$ cat config.mk
export PLATFORM = sky130hd
export DESIGN_NAME = fetch_stage
export DESIGN_NICKNAME = d
export VERILOG_FILES = /design/src/rtl/rv32i_pkg.sv /design/src/rtl/fetch_pc_gen.sv /design/src/rtl/fetch_stage.sv
export SDC_FILE = /design/constraint.sdc
export NUM_CORES = 1
export LEC_CHECK = 0
export BUFFER_PORTS_ARGS = -buffer_cell sky130_fd_sc_hd__buf_4
export CAP_MARGIN = 20
export CORE_MARGIN = 4
export CORE_UTILIZATION = 37
export DETAILED_ROUTE_END_ITERATION = 10
export PLACE_DENSITY = 0.64
export RECOVER_POWER = 25
export SKIP_LAST_GASP = 1
export SLEW_MARGIN = 20
export SYNTH_ARGS = -nofsm -noshare
export SYNTH_HDL_FRONTEND = slang
export SYNTH_HIERARCHICAL = 1
export SYNTH_SLANG_ARGS = --single-unit
$ cat constraint.sdc
create_clock -name clk -period 5.3 [get_ports clk]
set_input_delay 0.265 -clock clk [delete_from_list [all_inputs] [get_ports clk]]
set_output_delay 0.265 -clock clk [all_outputs]
set_load 0.02 [all_outputs]
$ cat src/rtl/rv32i_pkg.sv
`default_nettype none
// ============================================================================
//  Module      : rv32i_pkg
//  Description : Shared constants and types for the RV32I core front end.
//  Revision    : 1.0 - initial release
// ============================================================================
package rv32i_pkg;

    // Datapath width of the core
    localparam int XLEN = 32;

    // ADDI x0, x0, 0: the canonical no-op placed in an empty IF/ID register
    localparam logic [31:0] NOP_INSTR = 32'h0000_0013;

    // Fetch control states
    typedef enum logic [1:0] {
        FETCH = 2'd0,
        STALL = 2'd1,
        FLUSH = 2'd2
    } fetch_state_e;

endpackage : rv32i_pkg
`default_nettype wire

$ cat src/rtl/fetch_pc_gen.sv
`default_nettype none
// ============================================================================
//  Module      : fetch_pc_gen
//  Description : Combinational next-PC select: hold, wrapping increment, or
//                a redirect target clamped to the instruction-memory range.
//  Revision    : 1.0 - initial release
// ============================================================================
module fetch_pc_gen #(
    parameter int XLEN      = 32,
    parameter int MEM_DEPTH = 7,
    parameter int RESET_PC  = 0
) (
    input  logic [XLEN-1:0] i_pc,
    input  logic            i_redirect,
    input  logic [XLEN-1:0] i_redirect_pc,
    input  logic            i_advance,
    output logic [XLEN-1:0] o_next_pc
);

    localparam logic [XLEN-1:0] c_depth    = XLEN'(MEM_DEPTH);
    localparam logic [XLEN-1:0] c_last_pc  = XLEN'(MEM_DEPTH - 1);
    localparam logic [XLEN-1:0] c_reset_pc = XLEN'(RESET_PC);

    logic [XLEN-1:0] w_inc_pc;
    logic [XLEN-1:0] w_target_pc;

    // Sequential successor wraps back to word 0 at the top of memory
    always_comb begin
        w_inc_pc = (i_pc == c_last_pc) ? '0 : i_pc + XLEN'(1);
    end

    // Targets outside the memory fall back to the reset vector
    always_comb begin
        w_target_pc = (i_redirect_pc < c_depth) ? i_redirect_pc : c_reset_pc;
    end

    // Redirect outranks sequential advance, otherwise the PC is held
    always_comb begin
        if (i_redirect) begin
            o_next_pc = w_target_pc;
        end else if (i_advance) begin
            o_next_pc = w_inc_pc;
        end else begin
            o_next_pc = i_pc;
        end
    end

endmodule : fetch_pc_gen
`default_nettype wire

$ cat src/rtl/fetch_stage.sv
`default_nettype none
// ============================================================================
//  Module      : fetch_stage
//  Description : RV32I instruction fetch. Holds the PC, reads a combinational
//                instruction memory and fills the IF/ID register consumed by
//                decode over valid/ready. Execute redirects flush IF/ID.
//                Optional macro FETCH_PERF_CNT_EN adds transfer/flush counters.
//  Revision    : 1.0 - initial release
// ============================================================================
module fetch_stage
    import rv32i_pkg::*;
#(
    parameter int XLEN      = rv32i_pkg::XLEN,
    parameter int MEM_DEPTH = 7,
    parameter int RESET_PC  = 0
) (
    input  logic            clk,
    input  logic            rst_n,
    output logic [XLEN-1:0] pc_o,
    input  logic [31:0]     instr_i,
    input  logic            redirect_i,
    input  logic [XLEN-1:0] redirect_pc_i,
    output logic            id_valid_o,
    input  logic            id_ready_i,
    output logic [31:0]     id_instr_o,
`ifdef FETCH_PERF_CNT_EN
    output logic [XLEN-1:0] id_pc_o,
    output logic [31:0]     fetch_cnt_o,
    output logic [31:0]     flush_cnt_o
`else
    output logic [XLEN-1:0] id_pc_o
`endif
);

    localparam logic [XLEN-1:0] c_reset_pc = XLEN'(RESET_PC);

    fetch_state_e    r_state;
    fetch_state_e    w_state_nxt;
    logic            w_capture;
    logic [XLEN-1:0] w_next_pc;

    logic [XLEN-1:0] r_pc;
    logic            r_id_valid;
    logic [31:0]     r_id_instr;
    logic [XLEN-1:0] r_id_pc;

    // ------------------------------------------------------------------
    // Control FSM
    // ------------------------------------------------------------------

    // State register
    always_ff @(posedge clk or negedge rst_n) begin
        if (!rst_n) begin
            r_state <= FETCH;
        end else begin
            r_state <= w_state_nxt;
        end
    end

    // Next-state: redirect from any state, otherwise follow the handshake
    always_comb begin
        w_state_nxt = r_state;
        if (redirect_i) begin
            w_state_nxt = FLUSH;
        end else begin
            case (r_state)
                FETCH:   w_state_nxt = (r_id_valid && !id_ready_i) ? STALL : FETCH;
                STALL:   w_state_nxt = id_ready_i ? FETCH : STALL;
                FLUSH:   w_state_nxt = FETCH;
                default: w_state_nxt = FETCH;
            endcase
        end
    end

    // Capture enable: FLUSH always refills the bubble, STALL waits on ready
    always_comb begin
        w_capture = 1'b0;
        case (r_state)
            FETCH:   w_capture = !r_id_valid || id_ready_i;
            STALL:   w_capture = id_ready_i;
            FLUSH:   w_capture = 1'b1;
            default: w_capture = 1'b0;
        endcase
        if (redirect_i) begin
            w_capture = 1'b0;
        end
    end

    // ------------------------------------------------------------------
    // Datapath
    // ------------------------------------------------------------------

    fetch_pc_gen #(
        .XLEN      (XLEN),
        .MEM_DEPTH (MEM_DEPTH),
        .RESET_PC  (RESET_PC)
    ) u_pc_gen (
        .i_pc          (r_pc),
        .i_redirect    (redirect_i),
        .i_redirect_pc (redirect_pc_i),
        .i_advance     (w_capture),
        .o_next_pc     (w_next_pc)
    );

    // PC register follows the next-PC mux every cycle
    always_ff @(posedge clk or negedge rst_n) begin
        if (!rst_n) begin
            r_pc <= c_reset_pc;
        end else begin
            r_pc <= w_next_pc;
        end
    end

    // IF/ID register: flush on redirect, load on capture, else hold stable
    always_ff @(posedge clk or negedge rst_n) begin
        if (!rst_n) begin
            r_id_valid <= 1'b0;
            r_id_instr <= NOP_INSTR;
            r_id_pc    <= '0;
        end else if (redirect_i) begin
            r_id_valid <= 1'b0;
            r_id_instr <= NOP_INSTR;
        end else if (w_capture) begin
            r_id_valid <= 1'b1;
            r_id_instr <= instr_i;
            r_id_pc    <= r_pc;
        end
    end

`ifdef FETCH_PERF_CNT_EN
    logic [31:0] r_fetch_cnt;
    logic [31:0] r_flush_cnt;

    // Count decode handshakes and valid entries thrown away by redirects
    always_ff @(posedge clk or negedge rst_n) begin
        if (!rst_n) begin
            r_fetch_cnt <= '0;
            r_flush_cnt <= '0;
        end else begin
            if (r_id_valid && id_ready_i) begin
                r_fetch_cnt <= r_fetch_cnt + 32'd1;
            end
            if (r_id_valid && redirect_i) begin
                r_flush_cnt <= r_flush_cnt + 32'd1;
            end
        end
    end

    assign fetch_cnt_o = r_fetch_cnt;
    assign flush_cnt_o = r_flush_cnt;
`endif

    assign pc_o       = r_pc;
    assign id_valid_o = r_id_valid;
    assign id_instr_o = r_id_instr;
    assign id_pc_o    = r_id_pc;

endmodule : fetch_stage
`default_nettype wire

==> reports/qor.yml, run 1 <==
fillers: 1093
synth_largest_area_cell: "dfrtp_1"
critPathTopFamily: "simple AND/OR/NAND/NOR gates"
async_flop_share: 1.00
p_per_area_mw_per_mm2: 277
crit_top_cell: "or4_1"
grt_pass1_vias: 3477
drtAntennaViolNets: 0
die_width_um: 117
worst-path-stages: 6
htree_num_levels: 3
synth_area_leaders: "dfrtp_1, mux2_4, a22o_1"
violations: "capacitance limit, slew limit"
cp-start-kind: "flop"
fin_cells: 666
wl_per_cell_um: 17.4
grt.total_usage: 0.171
skew_ps: 8.71
num_rows: 39
core_mm2: 0.0115
grt_pass1_wl_um: 18300
end_kind: "flop"
synth-edff-count: 0
dp.cells: 649
dieArea_mm2: 0.0137
r2r_slack_ps: 2120
setup_tns_ps: 0
synthToLayoutAreaGrowth_pct: 34.2
synth_cell_types: 40
drtPass1Iterations: 4
slowest_stage: "or4_1"
min_path_type: "input pin to flop"
rr_worst_depth: 6
fmax_mhz: 315
grt_max_degree: 65
path_class: "flop to flop"
final_nets: 588
r2r_start: "r_state[1]"
setup_viol: 0
num_vias: 3573
drtIter0Drc: 235
root_buffer: "clkbuf_16"
path_clk_slew_ps: 70
cts_resized: 0
slowest_delay_ps: 800
ys_warn_count: 6
synth_seq_cells: 99
worstHoldStart: "id_ready_i"
io_pins: 165
cp_cell_sequence: "nand2b_1, o2bb2ai_4, nand4_1, or4_1, or4_1, a21oi_1"
cap_violations: 1
cts_buffers: 9
synth_top_cell_area_share: 0.548
n_antenna_cell: 0
finalWeightedCongestion: 0.782
drt_wl_total_um: 11600
vias_per_cell: 5.36
worst_pin_slew_ps: 1980
port-buffer-count: 164
power.leakage_uw: 0.00281
drive_gt1_frac: 0.327
critPathBufInv: 0
antenna_found_initial: 0
clk_path_buf_depth: 2
status: "finished with violations"
synthCells: 360
hold_viol: 0
post_cts_buffers: 0
synth-seq-area-share: 0.566
synth.avg_cell_area_um2: 12.2
cp.arrival_ps: 3450
cts_sinks: 99
holdBufCountCts: 1
netlist_area_mm2: 0.00439
rsz0062_at_grt: "no"
start_util: 0.381
hpwl_um: 8130
synthMostInstantiatedCell: "dfrtp_1"
max-vdd-ir-drop_mv: 0.124
max_slew_margin: -0.319
fin_crit_sh: 0.599
grt_overflow_total: 0
netlist_top_cells_count: "dfrtp_1, a22o_1, a21oi_1"
path_max_fanout: 23
timing.final.crit_period_ps: 3180
syn_nets: 430
required_ps: 5570
slew_violations: 37
drt_drc_violations_left: 0
r2r_end: "pc_o[25]"
clk_latency_ps: 350
dieHeight_um: 117
holdPathStages: 2
synth_ff_type: "dfrtp_1"
cts_tree: "done"
min_to: "r_state[0]"
[logic make-up (layout without fill, tap and decap cells)]
| logic type | count (synthesis) | after routing | share of synthesized area |
|---|---|---|---|
| AOI/OAI and AO/OA | 77 | 77 | 0.131 |
| and+or+nand+nor | 103 | 103 | 0.138 |
| buffers and inverters | 34 | 197 | 0.0377 |
| adders and majority gates | 2 | 2 | 0.00571 |
| muxes | 32 | 32 | 0.0967 |
| DFF | 99 | 99 | 0.566 |
| xor gates and xnor gates | 13 | 13 | 0.0260 |
[layout by cell type, fill, tap and decap left out, drive strengths merged, types with 4 or more instances in the layout]
cell and instances:
clkbuf 48, a22o 29, o21ai 7, o31ai 12, nand2 17, and4 4
xor2 7, or4 17, nand4 12, mux2 32, xnor2 6, or3 5
dfrtp 96, nor2 15, buf 130, a21oi 18, nor4 12, inv 15
nand3 10
[sequential cells by signal, indices dropped and copies added, names as in the netlist]
signal / count
id_instr_o: 32
id_pc_o: 32
pc_o: 32
id_valid_o: 1
r_state: 2
[report_power, final]
part	total [µW]	internal (µW)	leakage [µW]	switching (µW)
Sequential	800	782	0.00133	17.9
Clock	636	346	0.000142	290
Combinational	193	84.4	0.00133	108
Total	1630	1210	0.00281	417
[worst max path at each step]
stage	startpoint	end	slack (ps)
6_report	r_state[1]	pc_o[25]	2120
5_1_grt	r_state[1]	pc_o[25]	1940
4_1_cts	r_state[1]	pc_o[17]	2150
3_5_place_dp	r_state[1]	pc_o[17]	2180
3_3_place_gp	r_state[1]	pc_o[31]	2300
2_1_floorplan	r_state[1]	pc_o[31]	2650
[through the flow]
| stage | setup WS (ps) | power [µW] | hold slack, ps | area (µm²) | util |
|---|---|---|---|---|---|
| finish | 2120 | 1630 | 129 | 5890 | 0.511 |
| global placement | 2300 | 1020 | 241 | 5730 | 0.497 |
| CTS | 2150 | 1670 | 113 | 6020 | 0.523 |
| global route | 1940 | 1700 | 117 | 5890 | 0.511 |
| floorplan | 2650 | 910 | -30.6 | 4390 | - |
| detailed placement | 2180 | 1020 | 245 | 5730 | 0.497 |
[per-layer routing]
| metal | GRT usage | part of all wire | wire length [µm] |
|---|---|---|---|
| met1 | 0.233 | 0.44 | 5070 |
| met2 | 0.270 | 0.50 | 5760 |
| met3 | 0.0375 | 0.049 | 562 |
| met4 | 0.0635 | 0.014 | 166 |
| met5 | 0 | 0 | 0 |
[cell type report]
cell class / instances / area [µm²] / share of cell area
inverters: 13 / 48.8 / 0.00829
clock buffers: 11 / 253 / 0.0429
repair buffers: 168 / 1120 / 0.191
well taps: 143 / 179 / 0.0304
multi-input cells: 227 / 1760 / 0.300
clock inverters: 5 / 35.0 / 0.00595
flip-flops and latches: 99 / 2480 / 0.422
(Power assumes the default switching activity.)
==> inputs of run 2 (changes only) <==
--- a/config.mk
+++ b/config.mk
@@ -5,12 +5,13 @@
 export SDC_FILE = /design/constraint.sdc
 export NUM_CORES = 1
 export LEC_CHECK = 0
+export ABC_AREA = 1
 export BUFFER_PORTS_ARGS = -buffer_cell sky130_fd_sc_hd__buf_4
 export CAP_MARGIN = 20
 export CORE_MARGIN = 4
 export CORE_UTILIZATION = 37
 export DETAILED_ROUTE_END_ITERATION = 10
-export PLACE_DENSITY = 0.64
+export PLACE_DENSITY = 0.62
 export RECOVER_POWER = 25
 export SKIP_LAST_GASP = 1
 export SLEW_MARGIN = 20
==> constraint.sdc (replaced) <==
create_clock -name clk -period 3.15 [get_ports clk]
set_input_delay 0.1575 -clock clk [delete_from_list [all_inputs] [get_ports clk]]
set_output_delay 0.1575 -clock clk [all_outputs]
set_load 0.02 [all_outputs]
==> reports/qor.yml, run 2 <==
synth_seq_cells: 99  # unchanged
ys_warn_count: 6  # unchanged
n_antenna_cell: 0  # unchanged
cts_tree: "done"
power.leakage_uw: 0.00345  # +23%
fin_cells: 970  # +46%
grt_pass1_wl_um: 25200  # +37%
synthCells: 640  # +78%
final_nets: 859  # +46%
io_pins: 165  # unchanged
syn_nets: 710  # +65%
fin_crit_sh: 0.711
timing.final.crit_period_ps: 2240
vias_per_cell: 5.22  # -2.6%
slew_violations: 81  # +120%
cp.arrival_ps: 2510  # -940 ps
drt_wl_total_um: 15200  # +32%
synth_ff_type: "dfrtp_1"
grt_max_degree: 96  # +48%
max-vdd-ir-drop_mv: 0.240  # +93%
setup_tns_ps: 0  # unchanged
grt_pass1_vias: 4763  # +37%
path_class: "input pin to flop"
async_flop_share: 1.00  # unchanged
start_util: 0.381  # about the same
num_vias: 5067  # +42%
path_max_fanout: 25  # +8.7%
synth-edff-count: 0  # unchanged
synth_top_cell_area_share: 0.473  # -0.0752
rsz0062_at_grt: "no"
skew_ps: 11.5  # +2.77 ps
drtPass1Iterations: 5  # +1
hold_viol: 0  # unchanged
post_cts_buffers: 0  # unchanged
netlist_top_cells_count: "nand2_1, nor2_1, nand4_1"
clk_path_buf_depth: 2  # unchanged
fmax_mhz: 447
critPathBufInv: 4  # +4
drive_gt1_frac: 0.258  # -0.0688
min_path_type: "input pin to flop"
fin_util: 0.497  # -0.0138
path_clk_slew_ps: 70  # about the same
synth.avg_cell_area_um2: 7.94  # -35%
die_width_um: 125  # +7.1%
cts_buffers: 9  # unchanged
htree_num_levels: 3  # unchanged
worst_pin_slew_ps: 1990  # +12.0 ps
slowest_stage: "clkbuf_1"
grt.total_usage: 0.193  # +0.0220
cap_violations: 1  # unchanged
antenna_found_initial: 0  # unchanged
drtAntennaViolNets: 0  # unchanged
dieHeight_um: 125  # +7.1%
synthToLayoutAreaGrowth_pct: 30.6
dieArea_mm2: 0.0157  # +15%
dp.cells: 953  # +47%
clk_latency_ps: 350  # about the same
finalWeightedCongestion: 0.857  # +9.6%
cts_sinks: 99  # unchanged
final_common_cell: "nand2_1"
synth_cell_types: 31  # -23%
p_per_area_mw_per_mm2: 407  # +47%
wl_per_cell_um: 15.7  # -9.7%
synth-seq-area-share: 0.488  # -0.0777
critPathTopFamily: "buffers and inverters"
synthMostInstantiatedCell: "nand2_1"
port-buffer-count: 164  # unchanged
slowest_delay_ps: 890  # +90 ps
grt_overflow_total: 0  # unchanged
root_buffer: "clkbuf_16"
final_cell_mix: "nand2_1, buf_4, nor2_1"
hpwl_um: 10500  # +29%
required_ps: 3420  # -2150 ps
violations: "capacitance limit, slew limit"
drtIter0Drc: 329  # +40%
netlist_area_mm2: 0.00508  # +16%
whs_ps: 52.0  # -77.0 ps
max_slew_margin: -0.327  # -0.00798
end_kind: "flop"
status: "finished with violations"
drt_drc_violations_left: 0  # unchanged
place_area_mm2: 0.00640  # +12%
core_mm2: 0.0133  # +16%
cp_cell_sequence: "clkbuf_1, inv_2, nand3_2, inv_1, inv_1, nor2_1, nand2_1, nor2_1, nand2_1, nor2_2, nor2_2, nand2_1, nor2_1"
cp-start-kind: "input pin"
num_rows: 42  # +7.7%
synth_largest_area_cell: "dfrtp_1"
final_area_mm2: 0.00664  # +13%
setup_viol: 0  # unchanged
synth_area_leaders: "dfrtp_1, nand2_1, nand4_1"
## run 2: cell count changes after synthesis, moves of 22 or more
cell	previous run	this run
a22o_1	29	0
nor2_1	15	99
nand4_1	11	98
inv_1	13	35
nand2_1	17	185
## run 2: metrics by stage
step	total power (µW)	setup slack, ps
floorplan	1510	1100
global placement	1680	1240
detailed placement	1690	1180
CTS	2750	1160
global route	2830	559
finish	2700	911
## run 2: cell type report
class                   count  area (µm²)
clock buffers              11         243
clock inverters             5        36.3
fillers                  1316        6710
inverters                  37         139
multi-input cells         470        2280
flip-flops and latches     99        2480
well taps                 176         220
repair buffers            172        1240
## run 2: path summary, 6_finish.rpt
kind                                        from             end  slack (ps)  cells past startpoint
worst max register to register        r_state[1]        pc_o[26]        1150                     13
worst max-delay path                  redirect_i        pc_o[26]         910                     13
max in group asynchronous                  rst_n   id_instr_o[1]         980                      3
min in group asynchronous                  rst_n  id_instr_o[22]         910                      2
worst min register to register       id_pc_o[24]     id_pc_o[24]         480                      2
worst min-delay path            redirect_pc_i[0]         pc_o[0]          50                      3
## run 2: cell families after synthesis
kind of cell               after synthesis  synth area share
adders and majority gates                2           0.00492
buffers and inverters                   71            0.0642
AOI/OAI and AO/OA                       21            0.0229
and+or+nand+nor                        436             0.401
xor gates and xnor gates                11            0.0190
DFF                                     99             0.488
## run 2: power by group
group          switching, µW  total, µW  internal [µW]
logic                    195        322            127
registers               26.4       1330           1310
clock network            486       1050            559
total                    708       2700           1990
## run 2: routing by layer
metal,part of all wire,GRT usage,up-vias,wire length (µm)
li1,-,-,2432,-
met1,0.47,0.273,2423,7080
met2,0.45,0.294,198,6800
met3,0.075,0.0559,14,1140
met4,0.013,0.0497,0,191
met5,0,0,-,0
## run 2: worst min-delay path, delay by kind of cell
| family | cells | cell delay, ps |
|---|---|---|
| simple gates | 2 | 120 |
| buf+inv | 1 | 80 |
## run 2: what timing repair did
action	in CTS	in global routing
hold buffers	0	1
endpoints found under the hold margin	0	79
resized for setup	0	0
